## src/rtl/fetch_stage.sv

```systemverilog
// Instruction fetch with IF/ID register, one-entry skid buffer and branch drop.
// Optional FETCH_PERF_CNT_EN adds a saturating IF/ID bubble counter.
module fetch_stage #(
  parameter int PC_WIDTH    = 8,
  parameter int INSTR_WIDTH = 16
) (
  input  logic                   clk,
  input  logic                   resetN,
  input  logic                   stall,
  input  logic                   branch,
  input  logic [PC_WIDTH-1:0]    branchTarget,
  output logic                   instrReq,
  output logic [PC_WIDTH-1:0]    instrAddr,
  input  logic                   instrReady,
  input  logic [INSTR_WIDTH-1:0] instrData,
`ifdef FETCH_PERF_CNT_EN
  output logic [15:0]            bubbleCount,
`endif
  output logic                   ifIdValid,
  output logic [INSTR_WIDTH-1:0] ifIdInstr,
  output logic [PC_WIDTH-1:0]    ifIdPc,
  output logic [5:0]             opCode
);

  typedef enum logic [1:0] {
    S_REQ,
    S_FULL,
    S_DROP
  } state_t;

  state_t                 r_state, w_state;
  logic [PC_WIDTH-1:0]    r_pc, w_pc;
  logic [PC_WIDTH-1:0]    r_tgt, w_tgt;
  logic [INSTR_WIDTH-1:0] r_skid, w_skid;
  logic [PC_WIDTH-1:0]    r_skid_pc, w_skid_pc;
  logic                   r_valid, w_valid;
  logic [INSTR_WIDTH-1:0] r_instr, w_instr;
  logic [PC_WIDTH-1:0]    r_ifpc, w_ifpc;
  logic [PC_WIDTH-1:0]    w_pc_inc;

  assign w_pc_inc  = r_pc + PC_WIDTH'(1);
  assign instrReq  = resetN & (r_state != S_FULL);
  assign instrAddr = r_pc;
  assign ifIdValid = r_valid;
  assign ifIdInstr = r_instr;
  assign ifIdPc    = r_ifpc;
  assign opCode    = r_instr[INSTR_WIDTH-1 -: 6];

  always_ff @(posedge clk or negedge resetN) begin
    if (!resetN) begin
      r_state   <= S_REQ;
      r_pc      <= '0;
      r_tgt     <= '0;
      r_skid    <= '0;
      r_skid_pc <= '0;
      r_valid   <= 1'b0;
      r_instr   <= '0;
      r_ifpc    <= '0;
    end else begin
      r_state   <= w_state;
      r_pc      <= w_pc;
      r_tgt     <= w_tgt;
      r_skid    <= w_skid;
      r_skid_pc <= w_skid_pc;
      r_valid   <= w_valid;
      r_instr   <= w_instr;
      r_ifpc    <= w_ifpc;
    end
  end

  always_comb begin
    w_state   = r_state;
    w_pc      = r_pc;
    w_tgt     = r_tgt;
    w_skid    = r_skid;
    w_skid_pc = r_skid_pc;
    w_valid   = r_valid;
    w_instr   = r_instr;
    w_ifpc    = r_ifpc;
    unique case (r_state)
      S_REQ: begin
        if (branch) begin
          w_valid = 1'b0;
          if (instrReady) begin
            w_pc = branchTarget;
          end else begin
            w_tgt   = branchTarget;
            w_state = S_DROP;
          end
        end else if (instrReady) begin
          w_pc = w_pc_inc;
          if (!stall) begin
            w_instr = instrData;
            w_ifpc  = r_pc;
            w_valid = 1'b1;
          end else begin
            w_skid    = instrData;
            w_skid_pc = r_pc;
            w_state   = S_FULL;
          end
        end else if (!stall) begin
          w_valid = 1'b0;
        end
      end
      S_FULL: begin
        if (branch) begin
          w_valid = 1'b0;
          w_pc    = branchTarget;
          w_state = S_REQ;
        end else if (!stall) begin
          w_instr = r_skid;
          w_ifpc  = r_skid_pc;
          w_valid = 1'b1;
          w_state = S_REQ;
        end
      end
      S_DROP: begin
        // The outstanding request must complete before the redirect is issued
        w_valid = 1'b0;
        if (branch) begin
          w_tgt = branchTarget;
        end
        if (instrReady) begin
          w_pc    = branch ? branchTarget : r_tgt;
          w_state = S_REQ;
        end
      end
      default: begin
        w_state = S_REQ;
      end
    endcase
  end

`ifdef FETCH_PERF_CNT_EN
  logic [15:0] r_bub;

  assign bubbleCount = r_bub;

  always_ff @(posedge clk or negedge resetN) begin
    if (!resetN) begin
      r_bub <= '0;
    end else if (!w_valid && (r_bub != 16'hFFFF)) begin
      r_bub <= r_bub + 16'd1;
    end
  end
`endif

endmodule

```

## config.mk

```make
export PLATFORM = sky130hd
export DESIGN_NAME = fetch_stage
export DESIGN_NICKNAME = d
export VERILOG_FILES = /design/src/rtl/fetch_stage.sv
export SDC_FILE = /design/constraint.sdc
export NUM_CORES = 1
export LEC_CHECK = 0
export CAP_MARGIN = 20
export CORE_AREA = 5 5 88 90
export DETAILED_ROUTE_END_ITERATION = 6
export DIE_AREA = 0 0 93 95
export HOLD_SLACK_MARGIN = 0.08
export PLACE_DENSITY = 0.79
export RECOVER_POWER = 50
export SKIP_LAST_GASP = 1
export SYNTH_ARGS = -nofsm -noshare
export SYNTH_HDL_FRONTEND = slang
export SYNTH_SLANG_ARGS = --single-unit
```

## constraint.sdc

```tcl
create_clock -name clk -period 2 [get_ports clk]
set_input_delay 0.3 -clock clk [delete_from_list [all_inputs] [get_ports clk]]
set_output_delay 0.3 -clock clk [all_outputs]
set_load 0.1 [all_outputs]
```

## Yosys cells after proc, flatten, opt, wreduce, memory -nomap -nowiden

Cells that the tools add are included.

| storage, ports and cells | value |
|---|---|
| output and inout bits | 40 |
| logic and storage cells | 74 |
| input port bits | 29 |
| bits in registers | 67 |

| cells by class | value |
|---|---|
| bitwise operators | 2 |
| muxes and demuxes | 36 |
| reduce and logical (&&, ||, !) cells | 10 |
| add/subtract/negate cells | 1 |
| equality and inequality tests | 17 |

Operators with widths:

| cell | count |
|---|---|
| 8-bit two-way mux | 13 |
| 16-bit two-way mux | 5 |
| 16-bit one-hot mux with 2 select lines | 1 |
| 8-bit one-hot mux with 2 select lines | 2 |
| 8-bit one-hot mux with 3 select lines | 1 |
| 2-bit != test, second input constant | 9 |
| 2-bit two-way mux | 7 |
| 3-bit != test, second input constant | 4 |
| 8-bit by 1-bit adder with 8-bit output, second input constant | 1 |
| 4-bit AND reduction | 2 |
| 2-bit one-hot mux with 3 select lines | 1 |
| 6-bit AND reduction | 1 |
| 1-bit two-way mux | 5 |
| 5-bit AND reduction | 1 |
| 4-bit != test, second input constant | 1 |
| 2-bit nonzero test | 2 |
| 1-bit one-hot mux with 3 select lines | 1 |
| 3-bit AND reduction | 1 |
| 3-bit nonzero test | 1 |
| 2-bit by 1-bit equality test with 1-bit output, second input constant | 1 |
| 2-bit equality test, second input constant | 1 |
| 2-bit logical NOT | 1 |
| 2-bit by 1-bit != test with 1-bit output, second input constant | 1 |
| 2-bit AND reduction | 1 |
| 2 further kinds | 2 |

## Depth between registers and ports, before layout

Gate-level depths: netlist (run 1).

| logic depth | value |
|---|---|
| depth after elaboration | 4 |
| depth in mapped cells | 8 |
| mapped depth without buffers | 6 |

## Worst setup path after synthesis (run 1)

No wires, ideal clock.

| path | value |
|---|---|
| path type | flip-flop to output port |
| start point | reg r_state[1] |
| end point | out instrReq |
| setup slack | -0.626 ns |
| path buffers | 2 |
| stages on the path, launching flop included | 6 |
| data required time | 1.700 ns |
| data arrival time | 2.326 ns |
| cells stage by stage | dfrtp_1 > inv_1 > ha_1 > buf_2 > buf_2 > nor2b_1 |

| between the ends | value |
|---|---|
| word-level cells in the longest chain between the ends | 2 |

Ends and longest elaborated chain:

| what | RTL line | text |
|---|---|---|
| from (decl) | 31 | `state_t r_state, w_state;` |
| from (signal assigned) | 60 | `r_state <= w_state;` |
| 2-bit by 1-bit != test with 1-bit output | 42 | `assign instrReq = resetN & (r_state != S_FULL);` |
| 1-bit AND | 42 |  |
| to (decl) | 12 | `output logic instrReq,` |

No other way between the ends.

## Worst setup path after layout (run 1)

Ends and elaborated chain as after synthesis.

==> impl_metrics.ini, run 1 <==
[logic_synthesis]
synth_area_leader_cell = dfrtp_1
synth_nets = 342
synth-seq-cells = 67
synth_edf_count = 0
yosys_most_used_dff = dfrtp_1
synth.most_common_cell = dfrtp_1
syn_area_um2 = 3440
synth_common_cells = 67 x dfrtp_1, 39 x mux2_2, 29 x nor2_1
yosys_warnings = 0
ys_types = 48
avgSynthCellArea_um2 = 11.2
synthTopCellsByArea = dfrtp_1 49%, mux2_2 13%, mux2i_1 7.0%
synthCells = 307
seq_area_frac_synth = 0.488
synthArstFlopShare = 1.00
synth_top_area_frac = 0.488

[floorplanning]
design.core.area_um2 = 6980
dieArea_um2 = 8840
std_cell_rows = 31
die_x_um = 93
io_pins = 69
fp.dieH_um = 95
start_util = 0.492

[min_path]
min_path_type = in -> async

[clocking]
hold_buffers = 0
cts_tree = built
path_clk_slew_ps = 80
htree_num_levels = 3
insertion_delay_ps = 340
root_buffer = clkbuf_8
cts_made_buffers = 9
cts_buffer_depth = 2
cts.sink_count = 67

[routing]
drt-initial-drc-count = 117
wl_um = 7590
drc_errors = 0
ant_nets = 0
wire_per_inst_um = 16.4
via_per_inst = 5.67
dr.pass1.iters = 7
vias = 2623

[setup_path]
cp_slowest_stage_delay_ps = 420
crit_chain = inv_1 > ha_2 > buf_8 > nor2b_4 > buf_12
worst_setup_path_start_kind = flop
crit_type = reg -> out
end_kind = output port
ff2ff_setup_slack_ps = 180
startpoint = r_state[1]
worstPathMaxFanout = 22
critical_path.top_delay_family = buffers and inverters
cp_num_buf_inv = 3
cp.required_ps = 1700
r2r-start = r_state[0]
slowest_stage = dfrtp_1
arrival_ps = 1610

[finish]
final_util = 0.613
final_nets = 411
drive_gt1_frac = 0.325
diodes = 0
syn_to_final_growth_pct = 24.5

[grt]
grt_max_degree = 68
globalRouteOverflowTotal = 0
antenna_found_initial = 0
grt_pass1_vias = 2536
grt_pass1_wl_um = 12500
grt.total_usage = 0.181

[sta]
maxSlewViolCount = 68
worst_pin_slew_ps = 1620
setup_violations = 0
period_needed_ps = 1910
finClkSkew_ps = 13.4
hold_viol = 0
maxSlewHeadroom = -0.0779
post-route-period-util = 0.957
rsz0062_at_grt = false
max_freq_mhz = 523

[run_status]
status = complete, but fails checks
violations = capacitance limit, slew limit

[flow_run]
drv_cap = 1

[place]
globalplace.congestion = 0.810
dp_hpwl_um = 5410
port_buffers = 68
-- worst register-to-register path, cell delays in order, from the launching register on --
cell	delay [ps]
dfrtp_1	420
inv_1	110
ha_2	250
o21ba_1	220
or3_4	450
a211oi_1	220
a21o_1	110
-- cell type report --
| class | instances | area (um2) |
|---|---|---|
| timing repair buffer | 84 | 703 |
| inverter | 7 | 26.3 |
| tap | 82 | 103 |
| clock buffer | 9 | 124 |
| fill | 600 | 2700 |
| clock inverter | 7 | 51.3 |
| multi-input combinational | 207 | 1590 |
| sequential | 67 | 1680 |
-- cell families after synthesis --
group / share of synthesized area
mux: 0.198
buf+inv: 0.0550
flops: 0.488
simple gates: 0.0900
xor+xnor: 0.00510
fa+ha+maj: 0.0218
compound gates: 0.142
-- layout by cell type (no fill, tap or decap), types with 5 or more instances in the layout --
cell,n
dfrtp_1,64
nor2_1,29
clkbuf_8,9
inv_1,6
o21ai_0,6
clkdlybuf4s50_1,27
mux2i_1,24
mux2_2,39
buf_4,31
a21oi_1,28
o211ai_1,5
nand2_1,11
clkbuf_2,20
-- metal layers --
| layer | track usage | routed length (um) | vias up |
|---|---|---|---|
| li1 | - | - | 1248 |
| met1 | 0.230 | 3190 | 1281 |
| met2 | 0.301 | 3880 | 83 |
| met3 | 0.0287 | 391 | 11 |
| met4 | 0.0940 | 127 | 0 |
| met5 | 0 | 0 | - |
-- worst paths after layout --
check,end,cells past startpoint
max reg2reg,instrAddr[0],6
max in group asynchronous,instrAddr[0],2
min,ifIdPc[3],2
min reg2reg,r_tgt[4],1
max,instrReq,5
min in group clk,r_tgt[4],1
-- flip-flops by register name (all words and copies together) (netlist names) --
signal and count:
ifIdInstr 16, r_skid_pc 8, ifIdValid 1, ifIdPc 8
r_state 2, r_tgt 8, instrAddr 8, r_skid 16
-- metrics by stage --
stage | worst slack, ps | std cells | area, um2 | TNS (ps) | hold slack (ps)
final | 86.6 | 463 | 4280 | 0 | 466
after global routing | 4.01 | 463 | 4280 | 0 | 524
after CTS | 44.1 | 463 | 4320 | 0 | 182
after detailed placement | -21.8 | 447 | 4140 | -64.4 | 491
after global placement | 38.3 | 447 | 4140 | 0 | 486
after floorplan | 102 | 307 | 3450 | 0 | 4.41
-- what timing repair did --
action                     CTS  global route
setup endpoints to repair    1             2
resized for setup            1             2
buffers inserted             0             0
Power of run 1 is left out: the tool's default activity adds up to more than one toggle a clock period on the data nets, which glitch-free logic cannot reach.
==> inputs of run 2 (changes only) <==
--- a/config.mk
+++ b/config.mk
@@ -8,5 +8,5 @@
 export CAP_MARGIN = 20
-export CORE_AREA = 5 5 88 90
+export CORE_AREA = 5 5 64 123
 export DETAILED_ROUTE_END_ITERATION = 6
-export DIE_AREA = 0 0 93 95
+export DIE_AREA = 0 0 69 128
 export HOLD_SLACK_MARGIN = 0.08
==> constraint.sdc (replaced) <==
create_clock -name clk -period 2 [get_ports clk]
set_input_delay 0.2 -clock clk [delete_from_list [all_inputs] [get_ports clk]]
set_output_delay 0.2 -clock clk [all_outputs]
set_load 0.1 [all_outputs]
==> impl_metrics.ini, run 2 (same netlist as run 1, synthesis figures left out) <==
[setup_path]
crit_chain = inv_1 > ha_2 > buf_4 > nor2b_4 > buf_12
slowest_stage = dfrtp_1
worstPathMaxFanout = 14
worst_setup_path_start_kind = flop
crit_type = reg -> out
end_kind = output port
critical_path.top_delay_family = buffers and inverters
arrival_ps = 1680
cp_slowest_stage_delay_ps = 410
cp.required_ps = 1800
cp_num_buf_inv = 3

[grt]
grt_max_degree = 68
antenna_found_initial = 0
globalRouteOverflowTotal = 0
grt.total_usage = 0.186
grt_pass1_vias = 2617
grt_pass1_wl_um = 12900

[min_path]
min_path_type = in -> async

[finish]
drive_gt1_frac = 0.315
final_nets = 411
final_cell_mix = 64 x dfrtp_1, 39 x mux2_2, 33 x buf_4, 29 x nor2_1, 28 x a21oi_1
diodes = 0
syn_to_final_growth_pct = 27.6
seq_area_um2 = 1680
final_area_um2 = 4390
multi_input_area_um2 = 1590
layoutNonFillerInstCount = 471
final_common_cell = dfrtp_1
final_util = 0.637
nFillCells = 582

[routing]
ant_nets = 0
drc_errors = 0
wl_um = 7810
via_per_inst = 5.52
drt-initial-drc-count = 90
vias = 2598
wire_per_inst_um = 16.6
dr.pass1.iters = 4

[clocking]
cts_setup_buffers = 0
cts_buffer_depth = 2
path_clk_slew_ps = 50
cts_made_buffers = 9
htree_num_levels = 3
hold_buffers = 0
root_buffer = clkbuf_16
cts_resized = 0
cts.sink_count = 67
insertion_delay_ps = 330
cts_tree = built

[sta]
setup_violations = 0
maxSlewViolCount = 68
period_needed_ps = 1880
post-route-period-util = 0.942
tns_ps = 0
rsz0062_at_grt = false
finClkSkew_ps = 3.76
hold_viol = 0
maxSlewHeadroom = -0.108
worst_pin_slew_ps = 1660
max_freq_mhz = 531

[run_status]
status = complete, but fails checks
violations = capacitance limit, slew limit

[place]
place_area_um2 = 4140
globalplace.congestion = 0.871
dp_hpwl_um = 5570
place_inst = 455
port_buffers = 68

[floorplanning]
dieArea_um2 = 8830
die_x_um = 69
fp.dieH_um = 128
start_util = 0.499
std_cell_rows = 43
design.core.area_um2 = 6890
io_pins = 69

[flow_run]
drv_cap = 1
run 2: cell count changes in the layout (fill, tap and decap cells not counted), moves of 2 or more:
cell / delta
clkbuf_1: +3
buf_4: +2
clkbuf_16: +9
inv_6: -2
clkbuf_8: -8
run 2: cell type report:
| cell class | instances | area share |
|---|---|---|
| flip-flops and latches | 67 | 0.383 |
| multi-input cells | 207 | 0.362 |
| inverters | 7 | 0.00599 |
| clock buffers | 12 | 0.0562 |
| repair buffers | 84 | 0.155 |
| clock inverters | 4 | 0.0114 |
| well taps | 90 | 0.0257 |
run 2: worst register-to-register path, cell delays in order, from the launching register on:
cell      delay (ps)
dfrtp_1          410
inv_1            100
ha_1             270
o21ba_1          220
or3_4            450
a211oi_1         230
a21o_1           110
run 2: final timing paths:
check,start,end,slack (ps),cells after the start
setup / recovery,r_state[1],instrReq,120,5
hold / removal,resetN,ifIdInstr[9],460,2
setup reg to reg,r_state[0],instrAddr[0],130,6
hold reg to reg,r_tgt[7],r_tgt[7],500,1
max in group asynchronous,resetN,instrAddr[1],440,2
min in group clk,r_tgt[7],r_tgt[7],500,1
run 2: through the flow:
step	setup slack, ps	hold WS, ps
finish	116	464
global route	4.54	520
CTS	22.1	115
detailed placement	96.9	469
global placement	129	455
floorplan	3.37	-95.6
run 2: layer usage:
| metal | up-vias | GRT usage | wire [um] |
|---|---|---|---|
| met4 | 0 | 0.0932 | 219 |
| met2 | 60 | 0.334 | 4350 |
| li1 | 1250 | - | - |
| met3 | 18 | 0.0463 | 337 |
| met1 | 1270 | 0.199 | 2900 |
| met5 | - | 0 | 0 |
Power of run 2 is left out for the same reason.
